$ cat config.mk
export PLATFORM = sky130hd
export DESIGN_NAME = psw_context_stack_flat
export DESIGN_NICKNAME = d
export VERILOG_FILES = /design/src/rtl/psw_pkg.sv /design/src/rtl/psw_context_stack_if.sv /design/src/rtl/psw_lifo.sv /design/src/rtl/psw_context_stack.sv /design/src/flat_wrapper.sv
export SDC_FILE = /design/constraint.sdc
export NUM_CORES = 1
export LEC_CHECK = 0
export ABC_AREA = 1
export ABC_CLOCK_PERIOD_IN_PS = 3100
export BUFFER_PORTS_ARGS = -buffer_cell sky130_fd_sc_hd__buf_2
export CAP_MARGIN = 5
export CORE_AREA = 2 2 91 93
export DETAILED_ROUTE_END_ITERATION = 12
export DIE_AREA = 0 0 93 95
export PLACE_DENSITY = 0.86
export SETUP_SLACK_MARGIN = 0.5
export SLEW_MARGIN = 20
export SYNTH_ARGS = -nofsm -noshare
export SYNTH_HDL_FRONTEND = slang
export SYNTH_SLANG_ARGS = --single-unit
$ cat constraint.sdc
create_clock -name clk -period 3.1 [get_ports clk]
set_input_delay 0.62 -clock clk [delete_from_list [all_inputs] [get_ports clk]]
set_output_delay 0.62 -clock clk [all_outputs]
set_load 0.02 [all_outputs]
$ cat src/rtl/psw_pkg.sv
// Shared definitions for the PSW context stack.
//   flag_e      : index of each ALU flag within the low-order PSW bits
//   status_t    : packed view of the four ALU flags (V N Z C, C in bit 0)
//   level_width : width of an occupancy counter that must hold 0..depth
package psw_pkg;

    typedef enum logic [1:0] {
        FlagC = 2'd0,
        FlagZ = 2'd1,
        FlagN = 2'd2,
        FlagV = 2'd3
    } flag_e;

    typedef struct packed {
        logic v;
        logic n;
        logic z;
        logic c;
    } status_t;

    localparam int unsigned NumFlags     = 4;
    localparam int unsigned DefaultDepth = 4;

    // Counter must represent DEPTH itself, hence depth + 1 states.
    function automatic int unsigned level_width(input int unsigned depth);
        return (depth < 1) ? 1 : $clog2(depth + 1);
    endfunction

    localparam int unsigned DefaultLevelW = level_width(DefaultDepth);

endpackage

$ cat src/rtl/psw_context_stack_if.sv
// Control-unit side bundle for psw_context_stack.
//   master : control unit / bench; drives strobes and data, observes state
//   slave  : psw_context_stack; consumes strobes, drives psw_out/level/flags
interface psw_context_stack_if
    import psw_pkg::*;
#(
    parameter int unsigned WIDTH     = 16,
    parameter int unsigned FLAG_BITS = 4,
    parameter int unsigned DEPTH     = 4
);

    localparam int unsigned LevelW = level_width(DEPTH);

    logic                 status_wr;
    logic [FLAG_BITS-1:0] status_wr_mode;
    logic [FLAG_BITS-1:0] status_in;
    logic [WIDTH/8-1:0]   wr_en;
    logic [WIDTH-1:0]     wr_data;
    logic                 push;
    logic [WIDTH-1:0]     push_data;
    logic                 pop;
    logic [WIDTH-1:0]     psw_out;
    logic [LevelW-1:0]    level;
    logic                 full;
    logic                 empty;
    logic                 overflow_err;
    logic                 underflow_err;

    modport master (
        output status_wr, status_wr_mode, status_in, wr_en, wr_data,
               push, push_data, pop,
        input  psw_out, level, full, empty, overflow_err, underflow_err
    );

    modport slave (
        input  status_wr, status_wr_mode, status_in, wr_en, wr_data,
               push, push_data, pop,
        output psw_out, level, full, empty, overflow_err, underflow_err
    );

endinterface

$ cat src/rtl/psw_lifo.sv
// Register-array LIFO with occupancy tracking; knows nothing about PSW meaning.
//   clk, rst    : clock, asynchronous active-high reset (clears level only)
//   push_i      : store push_data_i on top (ignored when full)
//   pop_i       : drop top entry (ignored when empty or when push_i is set)
//   push_data_i : value to store
//   top_o       : current top entry (undefined when empty)
//   level_o     : number of occupied entries
//   full_o      : level_o == DEPTH
//   empty_o     : level_o == 0
module psw_lifo
    import psw_pkg::*;
#(
    parameter int unsigned WIDTH = 16,
    parameter int unsigned DEPTH = 4
) (
    input  logic                          clk,
    input  logic                          rst,
    input  logic                          push_i,
    input  logic                          pop_i,
    input  logic [WIDTH-1:0]              push_data_i,
    output logic [WIDTH-1:0]              top_o,
    output logic [level_width(DEPTH)-1:0] level_o,
    output logic                          full_o,
    output logic                          empty_o
);

    localparam int unsigned LevelW = level_width(DEPTH);
    localparam int unsigned IdxW   = (DEPTH > 1) ? $clog2(DEPTH) : 1;
    localparam int unsigned Slots  = 2 ** IdxW;

    logic [WIDTH-1:0]  mem_q [Slots];
    logic [LevelW-1:0] level_q, level_d;
    logic [IdxW-1:0]   wr_idx, rd_idx;
    logic              do_push, do_pop;

    always_comb begin
        full_o  = (level_q == LevelW'(DEPTH));
        empty_o = (level_q == '0);
        do_push = push_i && !full_o;
        do_pop  = pop_i && !push_i && !empty_o;
        // level < DEPTH <= Slots whenever it is used as an index, so the
        // truncation and the modulo decrement below are both exact.
        wr_idx  = level_q[IdxW-1:0];
        rd_idx  = wr_idx - IdxW'(1);
        top_o   = mem_q[rd_idx];
        level_d = level_q;
        if (do_push) begin
            level_d = level_q + LevelW'(1);
        end else if (do_pop) begin
            level_d = level_q - LevelW'(1);
        end
    end

    assign level_o = level_q;

    always_ff @(posedge clk or posedge rst) begin
        if (rst) begin
            level_q <= '0;
        end else begin
            level_q <= level_d;
        end
    end

    // Contents are don't-care after reset, so storage carries no reset.
    always_ff @(posedge clk) begin
        if (do_push) begin
            mem_q[wr_idx] <= push_data_i;
        end
    end

endmodule

$ cat src/rtl/psw_context_stack.sv
// Live program status word with a hardware stack of saved contexts.
//   clk, rst : clock, asynchronous active-high reset
//   bus      : psw_context_stack_if.slave
//              status_wr/status_wr_mode/status_in : masked flag update
//              wr_en/wr_data                      : byte-lane software write
//              push/push_data                     : exception entry
//              pop                                : exception return
//              psw_out, level, full, empty        : registered state
//              overflow_err/underflow_err         : one-cycle refusal pulses
// One action per cycle, priority push > pop > status_wr > wr_en.
// WIDTH must be a multiple of 8 and DEPTH at least 1.
module psw_context_stack
    import psw_pkg::*;
#(
    parameter int unsigned      WIDTH     = 16,
    parameter int unsigned      FLAG_BITS = NumFlags,
    parameter int unsigned      DEPTH     = DefaultDepth,
    parameter logic [WIDTH-1:0] RESET_VAL = '0
) (
    input  logic         clk,
    input  logic         rst,
    psw_context_stack_if.slave bus
);

    localparam int unsigned Lanes = WIDTH / 8;

    logic [WIDTH-1:0] psw_q, psw_d;
    logic             ovf_q, ovf_d;
    logic             unf_q, unf_d;
    logic [WIDTH-1:0] lifo_top;
    logic             lifo_full, lifo_empty;

    // The LIFO gates push on full and pop on empty/push itself; the same
    // conditions are repeated here only to decide the PSW and error pulses.
    psw_lifo #(
        .WIDTH (WIDTH),
        .DEPTH (DEPTH)
    ) u_lifo (
        .clk         (clk),
        .rst         (rst),
        .push_i      (bus.push),
        .pop_i       (bus.pop),
        .push_data_i (psw_q),
        .top_o       (lifo_top),
        .level_o     (bus.level),
        .full_o      (lifo_full),
        .empty_o     (lifo_empty)
    );

    always_comb begin
        psw_d = psw_q;
        ovf_d = 1'b0;
        unf_d = 1'b0;
        if (bus.push) begin
            if (lifo_full) begin
                ovf_d = 1'b1;
            end else begin
                psw_d = bus.push_data;
            end
        end else if (bus.pop) begin
            if (lifo_empty) begin
                unf_d = 1'b1;
            end else begin
                psw_d = lifo_top;
            end
        end else if (bus.status_wr) begin
            for (int i = 0; i < FLAG_BITS; i++) begin
                if (bus.status_wr_mode[i]) begin
                    psw_d[i] = bus.status_in[i];
                end
            end
        end else begin
            for (int k = 0; k < Lanes; k++) begin
                if (bus.wr_en[k]) begin
                    psw_d[8*k +: 8] = bus.wr_data[8*k +: 8];
                end
            end
        end
    end

    always_ff @(posedge clk or posedge rst) begin
        if (rst) begin
            psw_q <= RESET_VAL;
            ovf_q <= 1'b0;
            unf_q <= 1'b0;
        end else begin
            psw_q <= psw_d;
            ovf_q <= ovf_d;
            unf_q <= unf_d;
        end
    end

    assign bus.psw_out       = psw_q;
    assign bus.full          = lifo_full;
    assign bus.empty         = lifo_empty;
    assign bus.overflow_err  = ovf_q;
    assign bus.underflow_err = unf_q;

endmodule

$ cat src/flat_wrapper.sv
// flat-port wrapper written by rule: the top's interface ports become plain ports
module psw_context_stack_flat import psw_pkg::*;
#(
    parameter int unsigned      WIDTH     = 16,
    parameter int unsigned      FLAG_BITS = NumFlags,
    parameter int unsigned      DEPTH     = DefaultDepth,
    parameter logic [WIDTH-1:0] RESET_VAL = '0
)
  (clk, rst, bus_status_wr, bus_status_wr_mode, bus_status_in, bus_wr_en, bus_wr_data, bus_push, bus_push_data, bus_pop, bus_psw_out, bus_level, bus_full, bus_empty, bus_overflow_err, bus_underflow_err);
  psw_context_stack_if #(.WIDTH(WIDTH), .FLAG_BITS(FLAG_BITS), .DEPTH(DEPTH)) bus_i ();
  input  logic clk;
  input  logic rst;
  input wire logic [$bits(bus_i.status_wr)-1:0] bus_status_wr;
  input wire logic [$bits(bus_i.status_wr_mode)-1:0] bus_status_wr_mode;
  input wire logic [$bits(bus_i.status_in)-1:0] bus_status_in;
  input wire logic [$bits(bus_i.wr_en)-1:0] bus_wr_en;
  input wire logic [$bits(bus_i.wr_data)-1:0] bus_wr_data;
  input wire logic [$bits(bus_i.push)-1:0] bus_push;
  input wire logic [$bits(bus_i.push_data)-1:0] bus_push_data;
  input wire logic [$bits(bus_i.pop)-1:0] bus_pop;
  output wire logic [$bits(bus_i.psw_out)-1:0] bus_psw_out;
  output wire logic [$bits(bus_i.level)-1:0] bus_level;
  output wire logic [$bits(bus_i.full)-1:0] bus_full;
  output wire logic [$bits(bus_i.empty)-1:0] bus_empty;
  output wire logic [$bits(bus_i.overflow_err)-1:0] bus_overflow_err;
  output wire logic [$bits(bus_i.underflow_err)-1:0] bus_underflow_err;
  assign bus_i.status_wr = bus_status_wr;
  assign bus_i.status_wr_mode = bus_status_wr_mode;
  assign bus_i.status_in = bus_status_in;
  assign bus_i.wr_en = bus_wr_en;
  assign bus_i.wr_data = bus_wr_data;
  assign bus_i.push = bus_push;
  assign bus_i.push_data = bus_push_data;
  assign bus_i.pop = bus_pop;
  assign bus_psw_out = bus_i.psw_out;
  assign bus_level = bus_i.level;
  assign bus_full = bus_i.full;
  assign bus_empty = bus_i.empty;
  assign bus_overflow_err = bus_i.overflow_err;
  assign bus_underflow_err = bus_i.underflow_err;
  psw_context_stack #(.WIDTH(WIDTH), .FLAG_BITS(FLAG_BITS), .DEPTH(DEPTH), .RESET_VAL(RESET_VAL)) u_core (.clk(clk), .rst(rst), .bus(bus_i));
endmodule
Word level (Yosys, flattened, before mapping)

Memories as Yosys holds them, arrays and structs flattened.
Index checks and enable logic that the tools add are counted.

Reduce and logical (&&, ||, !) cells: 17
Multiplexer cells: 21
Add/sub/neg operators: 3
Equality and inequality tests: 8

Operators with widths:

| operator                                              | number |
|---|---|
| two-way mux 16 bit                                    | 4 |
| AND reduction 4 bit                                   | 6 |
| two-way mux 8 bit                                     | 2 |
| inequality test 4 x 1 -> 1 bit, second input constant | 4 |
| two-way mux 12 bit                                    | 1 |
| two-way mux 1 bit                                     | 11 |
| two-way mux 3 bit                                     | 2 |
| nonzero test 3 bit                                    | 2 |
| two-way mux 4 bit                                     | 1 |
| nonzero test 4 bit                                    | 1 |
| adder 3 x 1 -> 3 bit, second input constant           | 1 |
| == test 3 bit, second input constant                  | 1 |
| logical AND 1 bit                                     | 3 |
| logical NOT 1 bit                                     | 3 |
| logical NOT 3 bit                                     | 1 |
| inequality test 3 x 1 -> 1 bit, second input constant | 1 |
| inequality test 3 bit, second input constant          | 1 |
| subtractor 3 x 1 -> 3 bit, second input constant      | 1 |
| inequality test 2 bit, second input constant          | 1 |
| nonzero test 2 bit                                    | 1 |
| subtractor 2 x 1 -> 2 bit, second input constant      | 1 |

Memories kept: 1
Bits of input ports: 47
Logic and storage cells: 59
Bits in writable memories: 64
Output and inout bits: 23
Register bits after elaboration: 21

Memory list:

| name                | depth | width | read ports | clocked after Yosys merged registers in | write ports | RTL line       | RTL |
|---|---|---|---|---|---|---|---|
| u_core.u_lifo.mem_q | 4     | 16    | 1          | 0                                       | 1           | psw_lifo.sv:31 | `logic [WIDTH-1:0] mem_q [Slots];` |

Depth between registers and ports, before layout

Gate-level depths: netlist of run 1.

Depth after elaboration: 5
Depth in mapped cells: 16
Depth with buffers taken out: 14

Hierarchy

Synthesis of run 1 repeated with hierarchy kept, for this count alone.

Cell total of the unflattened synthesis: 390
Area total of the unflattened synthesis: 3931.3 µm²

Modules (own cells, without submodules):

| module            | seq. area each (µm²) | times used | area an instance (µm²) | cells each |
|---|---|---|---|---|
| psw_lifo          | 1996.9               | 1          | 2621.3                 | 195 |
| psw_context_stack | 450.4                | 1          | 1310.0                 | 195 |

Worst setup path before layout of run 1

No wires, ideal clock.

Path kind: register -> register
Start point: register u_core.u_lifo.level_q[0] (netlist: u_core.u_lifo.level_o[0])
End point: memory u_core.u_lifo.mem_q[1][0], enable pin
Slack: 0.581 ns
Path buffers: 2
Arrival: 2.130 ns
Required time: 2.711 ns
Cell stages (with the launch flop): 8
Clock period less this slack: 2.519 ns
Setup time: 0.389 ns
Cells stage by stage: dfrtp_1 buf_2 inv_1 buf_2 ha_1 nand2_2 nand2_1 nor2_1

Word-level cells in the longest chain between the ends: 5

Ends and longest elaborated chain:

| item                                    | RTL line       | RTL |
|---|---|---|
| from (decl)                             | psw_lifo.sv:32 | `logic [LevelW-1:0] level_q, level_d;` |
| from (signal assigned)                  | psw_lifo.sv:60 | `level_q <= level_d;` |
| == test 3 bit                           | psw_lifo.sv:37 | `full_o = (level_q == LevelW'(DEPTH));` |
| logical NOT 1 bit                       | psw_lifo.sv:39 | `do_push = push_i && !full_o;` |
| logical AND 1 bit                       | psw_lifo.sv:39 |  |
| two-way mux 1 bit                       | psw_lifo.sv:66 | `if (do_push) begin` |
| two-way mux 1 bit (implied by the code) | psw_lifo.sv:67 | `mem_q[wr_idx] <= push_data_i;` |
| to (decl)                               | psw_lifo.sv:31 |  |

Several ways; a longest one is shown, not always the timed one.

Final worst setup path of run 1

Start point: register u_core.u_lifo.level_q[1] (netlist: u_core.u_lifo.level_o[1])
End point: output bus_empty

Word-level cells in the longest chain between the ends: 1

Ends and longest elaborated chain:

| item              | RTL line           | RTL |
|---|---|---|
| logical NOT 3 bit | psw_lifo.sv:38     | `empty_o = (level_q == '0);` |
| to (decl)         | flat_wrapper.sv:24 | `output wire logic [$bits(bus_i.empty)-1:0] bus_empty;` |

No other way between the ends.

==> impl_results.md, run 1 <==
- Status: finished clean
- DRC Markers: 0
- Clk_skew: roughly 0.0076 ns
- Crit share post-route: 0.720
- Pre-CTS setup slack: 0.966 ns
- Simple-gate area share of the yosys netlist: 0.245
- #FFs+latches synth: 85
- Final WS setup: 0.868 ns
- Storage element area: ~2400 µm²
- Antenna Violating Nets Remaining: 0
- Global-route usage over all layers: 0.223
- First-pass GRT wire length: 14,900 µm
- Die span in y: ~95 µm
- Pre-antenna DRT Iters: 5
- Post-synthesis sequential area ratio: 0.581
- Area occupied by multi-input gates: 1250 µm²
- Post-CTS sizing: 0
- Post-CTS Setup Bufs: 0
- Lkg Pwr: ~2.6 nW
- Initial drt markers: around 240
- Dpl hpwl: about 6500 µm
- Commonest cells post-synth: nand2_1, inv_1, edfxtp_1
- Critical Path Sink Type: primary output
- Antenna violations before repair: 0
- Most frequent CP cell: inv_1
- Vias in the first global route: 3,193
- Max VDD drop: ~0.0004 V
- Fillers: 644
- Grt total ovfl: 0
- Top-count cell post-synth: nand2_1
- Post-synthesis mux area share: 0
- Worst EP arrival: about 1.6 ns
- Setup_tns: 0 ns
- Mapped Cells: roughly 490
- Adder-cell area share of the yosys netlist: 0.0149
- CP Data Required Time: ~2.5 ns
- Vias: between 3,000 and 4,000
- Critical-path cell list: inv_1, ha_1, inv_1, nor2_4, buf_2
- Hold crit path type: in -> async
- Max Cap Viol: 0
- Cell area after synthesis: between 4000 and 5000 µm²
- Critical path startpoint category: flop
- Post-synthesis compound-gate area fraction: 0.0351
- CTS Buffer Depth: 2
- Largest family of logic cells by synthesized area: simple AND/OR/NAND/NOR gates
- Placed inst area: between 4000 and 5000 µm²
- Yosys warnings: 0
- Synth top area share: 0.456
- Final min period: ~2.2 ns
- Io pins: 70
- Root Buffer: clkbuf_8
- Clock sinks: 85
- Avg WL per Cell: 13.9 µm
- Asr flop ratio synth: 0.247
- CP Max Fanout: 5
- Hold-fix buffers, CTS: 0
- Worst rel slew slack: 0.404
- Num CTS Buffers: 9
- Largest cells by area after synthesis: edfxtp_1, nand2_1, dfrtp_1
- Worst path max stage delay: roughly 0.43 ns
- Slowest cell on crit path: dfrtp_1
- Final Setup Violations: 0
- Routed WL: between 9000 and 10,000 µm
- Design area: approximately 4900 µm²
- Yosys top cell by area: edfxtp_1
- CTS tree: built
- Site Rows: 33
- RSZ-0062 raised after global routing: no
- R2r startpoint: u_core.u_lifo.level_o[1]
- Core area: 7930 µm²
- Setup Crit Path Kind: reg -> out
- PortBufs: 69
- Final #Nets: 620
- Post-Synth XOR/XNOR Area: 0.00208
- Syn Nets: 545
- P per Cell Area: between 900 and 1000 nW/µm²
- F_max: between 400 and 500 MHz
- Fraction of layout cells with a size suffix above 1: 0.185
- Via density: about 5
- Post-synth top flop: edfxtp_1
- Area delta synth->final: 15.4%
- Clk_lat worst skew: between 0.3 and 0.4 ns
- Syn avg cell area: roughly 8.5 µm²
- Largest net degree at the start of global routing: 38
- Netlist cell types: 26
- EDFF count, synth: 64
- Finished Core Util: 0.613
- CP Launch Point: u_core.u_lifo.level_o[1]
- Diode count: 0
- Endpoints failing hold: 0
- Max-slew violations: 0
- Die Wd: 93 µm
- Initial core utilization: 0.531
- Worst-path clk slew: 0.08 ns
- Die ar.: about 8800 µm²
- Routability cong.: between 0.8 and 0.9
- Max H-tree Level: 3
- Worst-margin pin slew: 0.892 ns
==> metal layers <==
layer | global-route usage | share of wire
met2 | 0.396 | 0.51
met1 | 0.272 | 0.40
met4 | 0.0735 | 0.013
met3 | 0.0503 | 0.076
met5 | 0 | 0
==> cell type report <==
cell class	count	area share
Inverter	112	0.0868
Clock buffer	10	0.0263
Multi-Input combinational cell	280	0.257
Tap cell	105	0.0270
Timing Repair Buffer	80	0.0881
Clock inverter	5	0.0108
Sequential cell	85	0.504
==> where the power goes <==
part           switching [W]  internal, W
logic                0.00127     0.000584
registers           0.000226      0.00169
clock network       0.000363     0.000364
total                0.00186      0.00264
==> placed cells by master (no fill, tap or decap) <==
cell type	n
nor2_2	1
o21ai_0	11
clkbuf_1	1
nand3_1	39
nand2_4	1
ha_1	5
clkinv_2	4
bufinv_16	1
clkbuf_8	9
inv_1	111
xor2_1	1
clkinvlp_4	1
a22oi_1	5
nand4_2	1
nand2_1	184
nand2_2	3
buf_2	69
o21ai_2	1
nand3_2	1
edfxtp_1	64
nor2_1	17
a21oi_1	6
a21boi_0	1
buf_4	11
dfrtp_1	21
nor2_4	2
a21oi_2	1
==> stage by stage <==
stage                     instances  power [W]  hold slack, ns
after floorplan                 493    0.00317           0.597
after global routing            677    0.00482           0.531
after CTS                       677    0.00452           0.477
final                           677    0.00450           0.454
after global placement          662    0.00367           0.523
after detailed placement        662    0.00380           0.541
==> critical path: cells and delay by family (launching register included) <==
kind          cells  cell delay, ns
buf+inv           3            0.45
flops             1            0.43
fa+ha+maj         1            0.23
simple gates      1            0.16
==> sequential cells by signal (all words and copies together) (netlist names) <==
name	cells
u_core.bus.overflow_err	1
u_core.bus.psw_out	16
u_core.bus.underflow_err	1
u_core.u_lifo.level_o	3
u_core.u_lifo.mem_q	64
==> final timing paths <==
check                      slack, ns  depth (start not counted)                   endpoint
max                             0.87                          5                  bus_empty
min                             0.45                          2    u_core.bus.overflow_err
max reg2reg                     0.97                         10      u_core.bus.psw_out[1]
min reg2reg                     0.55                          0  u_core.u_lifo.mem_q[1][1]
max in group asynchronous       2.10                          2      u_core.bus.psw_out[1]
min in group clk                0.55                          0  u_core.u_lifo.mem_q[1][1]
==> logic make-up after synthesis <==
group	count (synthesis)
xor gates and xnor gates	1
DFF	85
AOI/OAI and AO/OA	25
and+or+nand+nor	249
buffers and inverters	128
adders and majority gates	5
Power figures use the tool's default switching activity.
==> run 2, diff against run 1 <==
--- a/config.mk
+++ b/config.mk
@@ -6,7 +6,7 @@
 export NUM_CORES = 1
 export LEC_CHECK = 0
 export ABC_AREA = 1
-export ABC_CLOCK_PERIOD_IN_PS = 3100
+export ABC_CLOCK_PERIOD_IN_PS = 2060
 export BUFFER_PORTS_ARGS = -buffer_cell sky130_fd_sc_hd__buf_2
 export CAP_MARGIN = 5
 export CORE_AREA = 2 2 91 93
==> constraint.sdc (replaced) <==
create_clock -name clk -period 2.06 [get_ports clk]
set_input_delay 0.412 -clock clk [delete_from_list [all_inputs] [get_ports clk]]
set_output_delay 0.412 -clock clk [all_outputs]
set_load 0.02 [all_outputs]
==> impl_results.md, run 2 (same netlist as run 1, synthesis figures left out) <==
- Die Wd: approximately 93 µm
- Vias in the first global route: 3,477
- Most common cell after layout, fill and taps aside: nand2_1
- Final #Nets: between 600 and 700
- Via density: approximately 5.4
- Crit share post-route: 0.842
- P per Cell Area: 1480 nW/µm²
- Max VDD drop: between 0.0009 and 0.001 V
- Largest net degree at the start of global routing: 34
- Antenna violations before repair: 0
- Diode count: 0
- Io pins: 70
- Final Setup Violations: 0
- Final min period: ~1.7 ns
- Largest Register: u_core.u_lifo.mem_q
- Core area: between 7000 and 8000 µm²
- Worst-path clk slew: ~0.10 ns
- CP Data Required Time: 1.65 ns
- CTS tree: built
- Most frequent cells in the layout: nand2_1, inv_1, buf_2
- Max H-tree Level: 3
- Vias: around 3,800
- CP Max Fanout: 2
- Pre-antenna DRT Iters: 5
- Die ar.: between 8000 and 9000 µm²
- RSZ-0062 raised after global routing: yes
- Max-slew violations: 0
- Critical Path Sink Type: primary output
- Clock sinks: 85
- Clk_skew: approximately 0.012 ns
- Initial drt markers: slightly below 400
- DRC Markers: 0
- Lkg Pwr: 2.78 nW
- Site Rows: 33
- Avg WL per Cell: around 17 µm
- Routability cong.: 0.848
- Hold-fix buffers, CTS: 0
- PortBufs: 69
- Initial core utilization: 0.531
- Largest register FFs: 64
- Worst rel slew slack: 0.572
- Design area: between 5000 and 6000 µm²
- Routed WL: approximately 12,000 µm
- Area delta synth->final: 29.4%
- Root Buffer: clkbuf_8
- R2r startpoint: u_core.u_lifo.level_o[1]
- Num CTS Buffers: 9
- CP Launch Point: u_core.u_lifo.level_o[0]
- First-pass GRT wire length: approximately 17,000 µm
- Max Cap Viol: 0
- Die span in y: 95 µm
- Worst-margin pin slew: ~0.64 ns
- Worst EP arrival: approximately 1.3 ns
- Hold crit path type: in -> async
- Setup_tns: 0 ns
- Fraction of layout cells with a size suffix above 1: 0.291
- Antenna Violating Nets Remaining: 0
- Critical path startpoint category: flop
- Global-route usage over all layers: 0.247
- Placed inst area: around 4800 µm²
- Setup Crit Path Kind: reg -> out
- Clk_lat worst skew: about 0.36 ns
- Grt total ovfl: 0
- Status: finished clean
- Dpl hpwl: 6470 µm
- F_max: just under 600 MHz
- Endpoints failing hold: 0
- CTS Buffer Depth: 2
==> run 2: cell types whose count changed in the layout (fill, tap and decap cells not counted), moves of 6 or more <==
| cell | previous run | this run |
|---|---|---|
| buf_12 | 0 | 6 |
| inv_2 | 0 | 10 |
| inv_1 | 111 | 98 |
| nand2_1 | 184 | 174 |
| buf_6 | 0 | 6 |
| nor2_1 | 17 | 6 |
| buf_4 | 11 | 20 |
| nor2_2 | 1 | 7 |
==> run 2: power by group <==
group          internal, W  switching [W]
Clock             0.000677       0.000605
Sequential         0.00255       0.000393
Combinational      0.00147        0.00237
==> run 2: area by class of cell <==
cell class	instances	area, µm²
clock inverters	7	90.1
inverters	112	433
well taps	105	131
multi-input cells	281	1470
fillers	559	2480
clock buffers	9	124
flip-flops and latches	85	2450
repair buffers	103	753
==> run 2: critical path, stage by stage (launching register included) <==
cell and delay [ns]:
dfrtp_2 0.44, inv_4 0.08, ha_4 0.17, inv_4 0.05, nor2_4 0.10, buf_6 0.13
==> run 2: path summary, 6_finish.rpt <==
kind,end,slack [ns],cells past startpoint
setup / recovery,bus_empty,0.33,5
hold / removal,u_core.bus.psw_out[12],0.09,3
hold reg to reg,u_core.u_lifo.mem_q[0][0],0.57,0
setup reg to reg,u_core.bus.psw_out[10],0.33,11
max in group asynchronous,u_core.u_lifo.level_o[0],1.69,3
min in group clk,u_core.bus.psw_out[9],0.38,5
==> run 2: repair_timing <==
item | 4_1_cts | 5_1_grt
cloned | 1 | 2
endpoints found under the setup margin | 85 | 55
gates resized for setup | 21 | 46
pin swaps | 9 | 11
setup buffers | 8 | 11
==> run 2: routing by layer <==
| metal | up-vias | GRT usage | wire (µm) |
|---|---|---|---|
| met5 | - | 0 | 0 |
| met4 | 0 | 0.119 | 617 |
| met3 | 66 | 0.0487 | 999 |
| met2 | 236 | 0.425 | 5870 |
| met1 | 1785 | 0.301 | 4480 |
| li1 | 1704 | - | - |
==> run 2: stage by stage <==
| stage | total power, W | util | worst slack (ns) | hold slack [ns] | cells |
|---|---|---|---|---|---|
| 2_1_floorplan | 0.00500 | - | 0.215 | 0.388 | 493 |
| 3_3_place_gp | 0.00571 | 0.605 | 0.388 | 0.468 | 664 |
| 3_5_place_dp | 0.00583 | 0.605 | 0.308 | 0.484 | 664 |
| 4_1_cts | 0.00736 | 0.651 | 0.341 | 0.101 | 689 |
| 5_1_grt | 0.00850 | 0.687 | 0.291 | 0.149 | 702 |
| 6_report | 0.00806 | 0.687 | 0.325 | 0.0906 | 702 |
==> run 3, diff against run 2 <==
--- a/config.mk
+++ b/config.mk
@@ -6,13 +6,13 @@
 export NUM_CORES = 1
 export LEC_CHECK = 0
 export ABC_AREA = 1
-export ABC_CLOCK_PERIOD_IN_PS = 2060
+export ABC_CLOCK_PERIOD_IN_PS = 1410
 export BUFFER_PORTS_ARGS = -buffer_cell sky130_fd_sc_hd__buf_2
 export CAP_MARGIN = 5
-export CORE_AREA = 2 2 91 93
+export CORE_AREA = 2 2 94 96
 export DETAILED_ROUTE_END_ITERATION = 12
-export DIE_AREA = 0 0 93 95
-export PLACE_DENSITY = 0.86
+export DIE_AREA = 0 0 96 98
+export PLACE_DENSITY = 0.84
 export SETUP_SLACK_MARGIN = 0.5
 export SLEW_MARGIN = 20
 export SYNTH_ARGS = -nofsm -noshare
==> constraint.sdc (replaced) <==
create_clock -name clk -period 1.41 [get_ports clk]
set_input_delay 0.282 -clock clk [delete_from_list [all_inputs] [get_ports clk]]
set_output_delay 0.282 -clock clk [all_outputs]
set_load 0.02 [all_outputs]
==> impl_results.md, run 3 (same netlist as run 1, synthesis figures left out) <==
- Status: complete, but fails checks
- Violated checks: setup timing
- DRC Markers: 0
- Dpl hpwl: 7310 µm
- Setup Crit Path Kind: reg -> out
- Critical Path Sink Type: primary output
- Initial core utilization: 0.497
- Reg2reg end: u_core.bus.psw_out[14]
- Endpoints failing hold: 0
- Worst r2r path cells: 11
- Finished Core Util: 0.699
- Largest Register: u_core.u_lifo.mem_q
- CP Data Required Time: between 1 and 1.5 ns
- WHS: 0.234 ns
- Antenna violations before repair: 0
- Site Rows: 34
- Worst EP arrival: about 1.5 ns
- Diode count: 0
- Clk_skew: 0.0132 ns
- Max Cap Viol: 0
- Max VDD drop: roughly 0.001 V
- Final min period: 1.73 ns
- Worst-margin pin slew: 1.06 ns
- Switching share of power: 0.409
- Lkg Pwr: slightly below 3 nW
- Routed WL: approximately 13,000 µm
- Largest register FFs: 64
- Hold crit path type: in -> reg
- Vias in the first global route: between 3,000 and 4,000
- Via density: 5.35
- Critical path's top delay family: buffers and inverters
- CP Launch Point: u_core.u_lifo.level_o[1]
- Avg WL per Cell: between 15 and 20 µm
- Worst rel slew slack: 0.287
- Final #Nets: 681
- P per Cell Area: ~2200 nW/µm²
- PortBufs: 69
- F_max: around 580 MHz
- Die ar.: around 9400 µm²
- Setup_tns: -21.57 ns
- Most frequent CP cell: buf_6
- Max H-tree Level: 3
- Final WS setup: -0.318 ns
- Antenna Violating Nets Remaining: 0
- CTS Buffer Depth: 2
- Pre-antenna DRT Iters: 6
- CP Max Fanout: 3
- Crit share post-route: 1.23
- Io pins: 70
- Largest net degree at the start of global routing: 25
- Worst path max stage delay: approximately 0.38 ns
- Critical-path cell list: inv_2, ha_4, buf_12, nand2_8, clkinv_4, buf_6, buf_6
- Root Buffer: clkbuf_8
- CTS tree: built
- Internal: about 0.0076 W
- Initial drt markers: 670
- Core area: 8470 µm²
- Worst-path clk slew: 0.09 ns
- Critical path startpoint category: flop
- Routability cong.: 0.817
- Clock sinks: 85
- Most frequent cells in the layout: nand2_1, inv_1, edfxtp_1
- Die span in y: around 100 µm
- Switching power: 0.00522 W
- Clk_lat worst skew: around 0.36 ns
- Slowest cell on crit path: dfrtp_1
- Pre-CTS setup slack: -0.140 ns
- Clock share of power: 0.135
- Global-route usage over all layers: 0.274
- Fraction of layout cells with a size suffix above 1: 0.371
- Placed inst area: 4990 µm²
- Levels on crit path: 7
- Die Wd: ~96 µm
- RSZ-0062 raised after global routing: yes
- Sequential power share: 0.321
- Max-slew violations: 0
- Num CTS Buffers: 9
- Internal reg-to-reg setup slack: -0.29 ns
- Comb power frac: 0.545
- Vias: around 4,000
- Grt total ovfl: 0
- Worst path bufs/invs: 5
- Design area: around 5900 µm²
- Area delta synth->final: 40.6%
- Most common cell after layout, fill and taps aside: nand2_1
- Setup crit end: bus_full
- First-pass GRT wire length: 19,200 µm
- R2r startpoint: u_core.u_lifo.level_o[1]
- Final Setup Violations: 87
-- run 3: cell count changes in the layout (fill, tap and decap cells not counted), sizes merged --
cell and change:
bufinv -1, clkinv -2, buf +38, dlygate4sd3 +1, clkinvlp +1
-- run 3: layout make-up --
class	count	area [µm²]
inverters	112	433
clock buffers	11	141
clock inverters	5	50.0
well taps	108	135
fillers	531	2550
multi-input cells	281	1530
flip-flops and latches	85	2460
repair buffers	140	1160
-- run 3: worst min-delay path by stage --
stage	start	to	slack, ns	cells past startpoint
global route	bus_wr_data[9]	u_core.bus.psw_out[9]	0.26	5
floorplan	rst	u_core.bus.overflow_err	0.26	1
global placement	rst	u_core.bus.overflow_err	0.34	3
CTS	bus_wr_data[9]	u_core.bus.psw_out[9]	0.23	5
finish	bus_wr_data[9]	u_core.bus.psw_out[9]	0.23	5
detailed placement	rst	u_core.bus.overflow_err	0.35	3
-- run 3: what timing repair did --
action | in CTS | in global routing
hold endpoints to repair | 21 | 0
endpoints found under the setup margin | 108 | 108
hold buffers | 1 | 0
gates resized for setup | 117 | 33
pin swaps | 31 | 9
setup buffers | 23 | 7
gates cloned | 4 | 0
-- run 3: stage by stage --
stage	total power [W]	std cells
2_1_floorplan	0.00730	493
3_3_place_gp	0.00867	691
3_5_place_dp	0.00892	691
4_1_cts	0.0121	735
5_1_grt	0.0134	742
6_report	0.0128	742
-- run 3: power by group through the flow --
| stage | Sequential, W | Clock, W | Combinational, W |
|---|---|---|---|
| finish | 0.00410 | 0.00172 | 0.00696 |
| detailed placement | 0.00429 | 0 | 0.00463 |
| floorplan | 0.00448 | 0 | 0.00282 |
| CTS | 0.00406 | 0.00170 | 0.00632 |
| global route | 0.00415 | 0.00180 | 0.00745 |
| global placement | 0.00426 | 0 | 0.00441 |
-- run 3: metal layers --
metal / GRT usage / share of wire
met1: 0.338 / 0.36
met2: 0.441 / 0.50
met3: 0.0548 / 0.088
met4: 0.162 / 0.047
met5: 0 / 0
-- run 3: worst reg2reg max path: cells and delay by family, from the launching register on --
kind	cells	cell delay, ns
DFF	1	0.38
AOI/OAI and AO/OA	1	0.10
and+or+nand+nor	4	0.56
buffers and inverters	5	0.42
adders and majority gates	1	0.18
